$ cat src/rtl/clkdiv_pkg.sv
// clkdiv_pkg: constants, types and helpers shared by the multi-channel clock divider.
// Latency: none (declarations only).
// Backpressure: none.
package clkdiv_pkg;

  // Default divisor/counter width; the modules carry their own DIV_W parameter.
  parameter int DIV_W = 28;

  // Smallest divisor that still produces a low and a high phase.
  localparam int MIN_DIV = 2;

  typedef logic [DIV_W-1:0] div_t;

  // Channel-select width; never narrower than one bit.
  function automatic int ch_w(input int n);
    return (n > 1) ? $clog2(n) : 1;
  endfunction

endpackage

$ cat src/rtl/clkdiv_channel.sv
// clkdiv_channel: one divider channel -- counter, active/pending divisor, registered clk_out and tick.
// Latency: outputs registered; clk_out/tick reflect the counter value loaded on the same edge.
// Backpressure: none; divisor writes are staged and applied only on a period boundary.
// Optional build macro CLKDIV_SYNC_EN adds the sync_req phase-alignment input.
module clkdiv_channel #(
  parameter int DIV_W       = 28,
  parameter int DEFAULT_DIV = 200000
) (
  input  logic             clock,
  input  logic             reset_n,
`ifdef CLKDIV_SYNC_EN
  input  logic             sync_req,
`endif
  input  logic             en,
  input  logic             wr,
  input  logic [DIV_W-1:0] wr_div,
  output logic             pending,
  output logic             clk_out,
  output logic             tick
);
  import clkdiv_pkg::*;

  localparam logic [DIV_W-1:0] RESET_DIV = DIV_W'(DEFAULT_DIV);

  logic [DIV_W-1:0] cnt;
  logic [DIV_W-1:0] cnt_nxt;
  logic [DIV_W-1:0] active_div;
  logic [DIV_W-1:0] active_nxt;
  logic [DIV_W-1:0] pending_div;
  logic             wrap;
  logic             boundary;
  logic             sync_hit;

`ifdef CLKDIV_SYNC_EN
  assign sync_hit = sync_req;
`else
  assign sync_hit = 1'b0;
`endif

  // Period boundary: wrap, disable or sync all restart at cnt=0 and may swap in the pending divisor.
  always_comb begin
    wrap       = en && (cnt == active_div - DIV_W'(1));
    boundary   = !en || wrap || sync_hit;
    active_nxt = (pending && boundary) ? pending_div : active_div;
    cnt_nxt    = boundary ? '0 : cnt + DIV_W'(1);
  end

  // Counter, divisor staging and registered square-wave/tick outputs.
  always_ff @(posedge clock or negedge reset_n) begin
    if (!reset_n) begin
      cnt         <= '0;
      active_div  <= RESET_DIV;
      pending_div <= RESET_DIV;
      pending     <= 1'b0;
      clk_out     <= 1'b0;
      tick        <= 1'b0;
    end else begin
      cnt        <= cnt_nxt;
      active_div <= active_nxt;
      // Low for floor(div/2) counts, high for the rest of the period.
      clk_out    <= en && !sync_hit && (cnt_nxt >= (active_nxt >> 1));
      tick       <= wrap && !sync_hit;
      // A write on a boundary edge: the old pending value is applied above, the new one stays pending.
      if (wr) begin
        pending_div <= wr_div;
        pending     <= 1'b1;
      end else if (boundary) begin
        pending     <= 1'b0;
      end
    end
  end

endmodule

$ cat src/rtl/clkdiv_multi.sv
// clkdiv_multi: N-channel programmable clock divider with per-channel enable, divisor, clk_out and tick.
// Latency: all outputs registered; cfg_err one cycle after the rejected write, divisors land on wrap.
// Backpressure: none; writes always complete, invalid ones are dropped and flagged on cfg_err.
// Optional build macro CLKDIV_SYNC_EN adds sync_req to realign every enabled channel.
module clkdiv_multi #(
  parameter  int N_CH        = 4,
  parameter  int DIV_W       = 28,
  parameter  int DEFAULT_DIV = 200000,
  localparam int CH_W        = clkdiv_pkg::ch_w(N_CH)
) (
  input  logic             clock,
  input  logic             reset_n,
`ifdef CLKDIV_SYNC_EN
  input  logic             sync_req,
`endif
  input  logic [N_CH-1:0]  ch_en,
  input  logic             cfg_wr,
  input  logic [CH_W-1:0]  cfg_ch,
  input  logic [DIV_W-1:0] cfg_div,
  output logic             cfg_err,
  output logic [N_CH-1:0]  cfg_pending,
  output logic [N_CH-1:0]  clk_out,
  output logic [N_CH-1:0]  tick
);
  import clkdiv_pkg::*;

  // One extra bit so N_CH itself is representable when N_CH is a power of two.
  localparam logic [CH_W:0]    N_CH_LIM = (CH_W+1)'(N_CH);
  localparam logic [DIV_W-1:0] DIV_MIN  = DIV_W'(MIN_DIV);

  logic            cfg_ok;
  logic [N_CH-1:0] ch_wr;

  // Write validation and one-hot decode of the target channel.
  always_comb begin
    cfg_ok = ({1'b0, cfg_ch} < N_CH_LIM) && (cfg_div >= DIV_MIN);
    ch_wr  = '0;
    for (int i = 0; i < N_CH; i++) begin
      ch_wr[i] = cfg_wr && cfg_ok && (cfg_ch == CH_W'(i));
    end
  end

  // Rejected write flagged for exactly one cycle.
  always_ff @(posedge clock or negedge reset_n) begin
    if (!reset_n) begin
      cfg_err <= 1'b0;
    end else begin
      cfg_err <= cfg_wr && !cfg_ok;
    end
  end

  for (genvar g = 0; g < N_CH; g++) begin : g_ch
    clkdiv_channel #(
      .DIV_W       (DIV_W),
      .DEFAULT_DIV (DEFAULT_DIV)
    ) u_ch (
      .clock   (clock),
      .reset_n (reset_n),
`ifdef CLKDIV_SYNC_EN
      .sync_req(sync_req),
`endif
      .en      (ch_en[g]),
      .wr      (ch_wr[g]),
      .wr_div  (cfg_div),
      .pending (cfg_pending[g]),
      .clk_out (clk_out[g]),
      .tick    (tick[g])
    );
  end

endmodule

$ cat config.mk
export PLATFORM = sky130hd
export DESIGN_NAME = clkdiv_multi
export DESIGN_NICKNAME = d
export VERILOG_FILES = /design/src/rtl/clkdiv_pkg.sv /design/src/rtl/clkdiv_channel.sv /design/src/rtl/clkdiv_multi.sv
export SDC_FILE = /design/constraint.sdc
export NUM_CORES = 1
export LEC_CHECK = 0
export ABC_AREA = 1
export CAP_MARGIN = 20
export CORE_MARGIN = 3
export CORE_UTILIZATION = 66
export DETAILED_ROUTE_END_ITERATION = 12
export PLACE_DENSITY = 0.84
export SLEW_MARGIN = 20
export SYNTH_ARGS = -nofsm -noshare
export SYNTH_HDL_FRONTEND = slang
export SYNTH_SLANG_ARGS = --single-unit
$ cat constraint.sdc
create_clock -name clock -period 9.95 [get_ports clock]
set_input_delay 2.985 -clock clock [delete_from_list [all_inputs] [get_ports clock]]
set_output_delay 2.985 -clock clock [all_outputs]
set_load 0.1 [all_outputs]
==> flow_summary_export.csv, run 1 <==
group,metric,value,unit
status,status,"completed",
cells_and_area,mostFrequentLayoutCells,"1127 x nand2_1, 396 x nor2_1, 374 x inv_1",
synthesis,yosysSeqAreaShare,35.7,%
setup_path,worstPathArrival,6.45,ns
power,peakVddDrop,173,µV
cells_and_area,syn2layout_area_growth,7.26,%
synthesis,synth-seq-cells,349,
power,power,5180,µW
clocking,clk_latency,0.57,ns
placement,gp_congestion,0.998,
grt,antenna_found_initial,2,
setup_path,r2r_cells,29,
timing,tns,0,ns
routing,firstDrtPassIters,9,
clocking,clkSinkCount,349,
setup_path,critPathMaxFanout,81,
synthesis,avgSynthCellArea,6.99,µm²
timing,worst_slew_pin_slew,1.01,ns
routing,drc,0,
routing,finalWirelength,67200,µm
routing,via_per_inst,5.73,
hold_path,min_from,"g_ch[1].u_ch.pending_div[8]",
clocking,cts-root-buf,"clkbuf_16",
cells_and_area,layout.nets,3651,
timing,setup_violations,0,
timing,finalHoldViolations,0,
synthesis,yosys.area.top_type,"dfrtp_1",
setup_path,r2r_start,"g_ch[1].u_ch.active_div[2]",
clocking,path_clk_slew,0.06,ns
setup_path,required,10.39,ns
routing,first_iter_violations,1837,
cells_and_area,regArea,8800,µm²
clocking,cts_tree,"done",
cells_and_area,drive_above_1_share,4.82,%
routing,drtAntennaViolNets,0,
hold_path,min_delay_path_depth,2,
clocking,cts_inserted_buffers,40,
hold_path,min_to,"g_ch[1].u_ch.active_div[8]",
clocking,ctsLongestPathBuffers,3,
cells_and_area,n_fill_cell,3004,
clocking,cts_setup_buffers,0,
timing,fin_skew,0.0163,ns
synthesis,syn_nets,3679,
setup_path,end_kind,"flip-flop",
cells_and_area,diodes,0,
timing,maxSlewViolCount,0,
setup_path,r2r_end,"g_ch[1].u_ch.clk_out",
synthesis,yosys.area.top_type_share,30.6,%
timing,period_needed,6.01,ns
die,dieArea,39700,µm²
synthesis,synth_cells,3526,
timing,max_freq,166,MHz
hold_path,hold_path.class,"reg -> reg",
synthesis,synth_area_leaders,"dfrtp_1 31%, nand2_1 17%, nor2_1 6.0%, ha_1 5.9%, inv_1 5.7%",
setup_path,cp-start-kind,"input pin",
grt,grt_pass1_vias,21900,
cells_and_area,multi_input_area,13700,µm²
power,p_per_area,196,nW/µm²
setup_path,crit_start,"ch_en[3]",
die,coreArea,36700,µm²
die,initial_core_util,67.2,%
timing,post-route-period-util,60.4,%
die,ios,50,
timing,rsz0062_at_grt,"false",
setup_path,rrSetupSlack,4.67,ns
setup_path,worst-setup-path-type,"in -> reg",
synthesis,synth.cell_area,24600,µm²
grt,grt_usage,34.2,%
placement,dp.cells,3923,
power,leakage,0.0135,µW
flow_run,max_cap_violations,0,
clocking,cts_resized,0,
routing,vias,22900,
synthesis,yosys_warnings,0,
die,dieHeight,199,µm
cells_and_area,mostFrequentLayoutCell,"nand2_1",
clocking,htree_levels,2,
die,die_w,199,µm
clocking,postCtsHoldBufs,0,
grt,grt_pass1_wl,109000,µm
placement,io_buffers,49,
placement,dp_hpwl,49800,µm
timing,relSlewSlack,33.0,%
grt,grt_overflow,0,
cells_and_area,fin_cells,3998,
routing,wire_per_inst,16.8,µm
grt,grt_max_degree,184,
synthesis,ys_types,42,
die,fp-row-count,70,
==> metal layers <==
| metal | global-route usage, % | vias to the layer above | share of wire, % |
|---|---|---|---|
| met3 | 5.97 | 188 | 7.4 |
| met2 | 55.2 | 837 | 46 |
| met1 | 45.9 | 10700 | 43 |
| li1 | - | 11200 | - |
| met4 | 14.3 | 0 | 4.2 |
| met5 | 0 | - | 0 |
==> registers in the layout, summed over array words and instances, names as in the netlist <==
register,cells
g_ch.u_ch.pending,4
g_ch.u_ch.tick,4
g_ch.u_ch.cnt,112
g_ch.u_ch.clk_out,4
cfg_err,1
g_ch.u_ch.pending_div,112
g_ch.u_ch.active_div,112
==> synth_stat cells (all sizes together) <==
cell       n
nand2   1139
nor2     412
inv      377
dfrtp    301
nand3    267
o21ai    143
nand3b   131
ha       116
xor2      96
xnor2     89
a21oi     75
buf       71
nand4     68
nor3      66
clkbuf    55
dfstp     48
nor4      20
nor3b     14
or2        6
a211oi     5
o21bai     5
a21o       4
o211ai     4
and2       3
clkinv     3
and3       2
a21boi     1
a31oi      1
nor4b      1
o22ai      1
o311ai     1
o31a       1
==> logic make-up (layout without fill, tap and decap cells) <==
group	count (synthesis)	after routing	share of synthesized area, %
and+or+nand+nor	2129	2129	38.0
DFF	349	349	35.7
buffers and inverters	506	510	8.75
adders and majority gates	116	116	5.89
xor gates and xnor gates	185	185	6.57
AOI/OAI and AO/OA	241	241	5.13
==> area by class of cell <==
type | count | area share (%)
Inverter | 380 | 5.40
Tap cell | 468 | 2.21
Timing Repair Buffer | 56 | 2.20
Clock buffer | 60 | 4.49
Multi-Input combinational cell | 2671 | 51.9
Clock inverter | 14 | 0.540
Sequential cell | 349 | 33.3
==> through the flow <==
step / cell area (µm²) / utilization (%) / hold slack, ns / worst slack [ns]
floorplan: 24600 / - / 0.454 / 5.31
global placement: 25100 / 68.3 / 0.470 / 3.58
detailed placement: 25100 / 68.3 / 0.481 / 3.40
CTS: 26400 / 72.0 / 0.490 / 3.98
global route: 26400 / 72.0 / 0.516 / 3.56
finish: 26400 / 72.0 / 0.488 / 3.94
==> critical path: stages <==
cell and delay (ns):
clkdlybuf4s50_1 0.51, nand2_4 0.64, nand2_4 0.55, nand2_1 0.19
nand2_1 0.07, ha_1 0.31, nand2_1 0.08, inv_1 0.05
nand3_1 0.08, inv_1 0.05, a21oi_1 0.13, nand2_1 0.08
nand2_1 0.06, nand2_1 0.08, nand2_1 0.06, nand2_1 0.04
nand2_1 0.06, nand2_1 0.05, a21oi_1 0.19, a21oi_1 0.09
==> worst max-delay path by stage <==
stage / to / slack, ns / depth (start not counted)
final: g_ch[3].u_ch.clk_out / 3.94 / 20
after global routing: g_ch[2].u_ch.clk_out / 3.56 / 20
after CTS: g_ch[3].u_ch.clk_out / 3.98 / 22
after detailed placement: g_ch[3].u_ch.clk_out / 3.40 / 20
after global placement: g_ch[0].u_ch.clk_out / 3.58 / 20
after floorplan: g_ch[3].u_ch.clk_out / 5.31 / 20
==> where the power goes <==
group          total, µW  leakage (µW)  internal [µW]  switching [µW]
sequential          1940       0.00446           1640             291
clock               1500      0.000648            882             615
combinational       1740       0.00839            606            1140
Note: power is estimated with default switching activity, not from simulation.
==> run 2: changes to the inputs <==
Settings changed: CORE_UTILIZATION 66 to 58, PLACE_DENSITY 0.84 to 0.78.
Clock period 9.95 ns to 5 ns, I/O delays scaled along.
==> run 2 against run 1 <==
Against the previous run: global-route usage decreased by 3.9 points; sequential share of layout area decreased by 0.31 points; clock-buffer cell count increased by 3; critical path type is now reg -> reg.
==> flow_summary_export.csv, run 2 (synthesis results as in run 1) <==
group,metric,value,unit
die,dieArea,45000,µm²
grt,grt_pass1_wl,110000,µm
grt,grt_pass1_vias,21800,
clocking,path_clk_slew,0.06,ns
power,peakVddDrop,273,µV
routing,drtAntennaViolNets,0,
timing,max_freq,222,MHz
power,switching_share,39.4,%
power,leakage,0.0136,µW
cells_and_area,mostFrequentLayoutCell,"nand2_1",
timing,finalHoldViolations,0,
placement,dp_hpwl,51200,µm
power,p_switching,4060,µW
timing,fin_skew,0.0167,ns
status,status,"completed",
setup_path,worstPathArrival,4.96,ns
clocking,postCtsHoldBufs,0,
setup_path,worst-setup-path-type,"reg -> reg",
power,comb_power_share,33.7,%
power,internal-power,6240,µW
cells_and_area,mostFrequentLayoutCells,"1127 x nand2_1, 396 x nor2_1, 374 x inv_1",
clocking,htree_levels,2,
grt,grt_usage,30.3,%
placement,place_area,25400,µm²
routing,wire_per_inst,16.6,µm
routing,firstDrtPassIters,8,
cells_and_area,multi_input_area,13700,µm²
timing,relSlewSlack,34.7,%
grt,grt_overflow,0,
hold_path,min_delay_path_depth,2,
timing,period_needed,4.51,ns
die,dieHeight,212,µm
placement,dp.cells,4006,
placement,gp_congestion,0.958,
clocking,clk_latency,0.57,ns
setup_path,critPathMaxFanout,39,
routing,finalWirelength,67900,µm
timing,worst_slew_pin_slew,0.976,ns
placement,io_buffers,49,
setup_path,cp_common_cell,"nand2_1",
setup_path,end_kind,"flip-flop",
cells_and_area,drive_above_1_share,5.16,%
power,p_per_area,386,nW/µm²
routing,vias,22800,
cells_and_area,n_fill_cell,3730,
clocking,ctsLongestPathBuffers,3,
cells_and_area,post-route-util,64.5,%
grt,antenna_found_initial,3,
timing,post-route-period-util,90.2,%
timing,maxSlewViolCount,0,
power,power_frac_clock,28.8,%
cells_and_area,top_regs,"g_ch.u_ch.active_div x112, g_ch.u_ch.cnt x112, g_ch.u_ch.pending_div x112",
cells_and_area,final_area,26700,µm²
flow_run,max_cap_violations,0,
cells_and_area,regArea,8800,µm²
die,ios,50,
routing,wl_met3,4730,µm
timing,tns,0,ns
timing,setup_violations,0,
clocking,cts-root-buf,"clkbuf_16",
routing,drc,0,
timing,worst_hold_slack,0.486,ns
setup_path,cp-start-kind,"flip-flop",
clocking,cts_inserted_buffers,40,
clocking,clkSinkCount,349,
routing,top_layer_used,"met5",
routing,wl_met2,31700,µm
setup_path,r2r_cells,30,
routing,wl_met1,28800,µm
die,initial_core_util,59.6,%
setup_path,required,5.45,ns
power,p_seq_share,37.4,%
cells_and_area,layout.nets,3669,
setup_path,cp_slowest_stage_delay,0.40,ns
die,fp-row-count,74,
die,coreArea,41400,µm²
cells_and_area,fin_cells,4081,
clocking,cts_tree,"done",
routing,via_per_inst,5.58,
routing,first_iter_violations,2119,
die,die_w,212,µm
grt,grt_max_degree,92,
timing,rsz0062_at_grt,"false",
setup_path,crit_path_top_delay_cell,"dfrtp_1",
cells_and_area,syn2layout_area_growth,8.27,%
hold_path,hold_path.class,"reg -> reg",
clocking,cts_setup_buffers,0,
-- run 2: changes by cell type in the layout (fill, tap and decap cells not counted), sizes merged --
cell | previous run | this run
clkbuf | 60 | 63
clkinvlp | 3 | 0
diode | 0 | 1
clkinv | 8 | 11
inv | 381 | 378
buf | 8 | 26
-- run 2: worst paths after layout --
kind / to / slack (ns) / from
setup / recovery: g_ch[0].u_ch.clk_out / 0.49 / g_ch[0].u_ch.active_div[0]
max in group asynchronous: g_ch[1].u_ch.active_div[4] / 3.07 / reset_n
setup reg to reg: g_ch[0].u_ch.clk_out / 0.49 / g_ch[0].u_ch.active_div[0]
hold / removal: g_ch[3].u_ch.pending_div[0] / 0.49 / g_ch[3].u_ch.pending_div[0]
min in group asynchronous: g_ch[0].u_ch.tick / 0.87 / reset_n
hold reg to reg: g_ch[3].u_ch.pending_div[0] / 0.49 / g_ch[3].u_ch.pending_div[0]
-- run 2: per-layer routing --
| metal | GRT usage, % | vias up |
|---|---|---|
| met5 | 0 | - |
| met4 | 11.8 | 4 |
| met3 | 5.75 | 174 |
| met2 | 50.3 | 720 |
| met1 | 39.4 | 10700 |
| li1 | - | 11200 |
-- run 2: through the flow --
stage / total power [µW] / setup WS (ns)
global route: 11000 / 0.0160
CTS: 10300 / 0.537
floorplan: 6320 / 1.50
global placement: 7190 / 0.623
finish: 10300 / 0.489
detailed placement: 7300 / 0.554
-- run 2: final cells by class --
| cell class | count | area share, % |
|---|---|---|
| diodes | 1 | 0.00938 |
| clock buffers | 63 | 4.46 |
| clock inverters | 11 | 0.450 |
| inverters | 380 | 5.35 |
| multi-input cells | 2671 | 51.4 |
| flip-flops and latches | 349 | 33.0 |
| well taps | 532 | 2.49 |
| repair buffers | 74 | 2.84 |
-- run 2: worst max-delay path: cells and delay by family (launching register included) --
family / cells / cell delay (ns)
AO/OA/AOI/OAI: 3 / 0.36
adder cells (fa/ha/maj): 2 / 0.53
buffers and inverters: 3 / 0.20
flip-flops: 1 / 0.40
AND/OR/NAND/NOR: 22 / 2.88
-- run 2: timing repair --
item,in CTS,in global routing
resized for setup,0,1
endpoints found under the setup margin,0,1
hold endpoints to repair,0,0
-- run 2: power by group through the flow --
stage | clock (µW) | combinational [µW] | sequential, µW
floorplan | 0 | 2680 | 3640
global placement | 0 | 3320 | 3870
detailed placement | 0 | 3410 | 3890
CTS | 3010 | 3440 | 3850
global route | 3130 | 3990 | 3900
finish | 2970 | 3470 | 3860
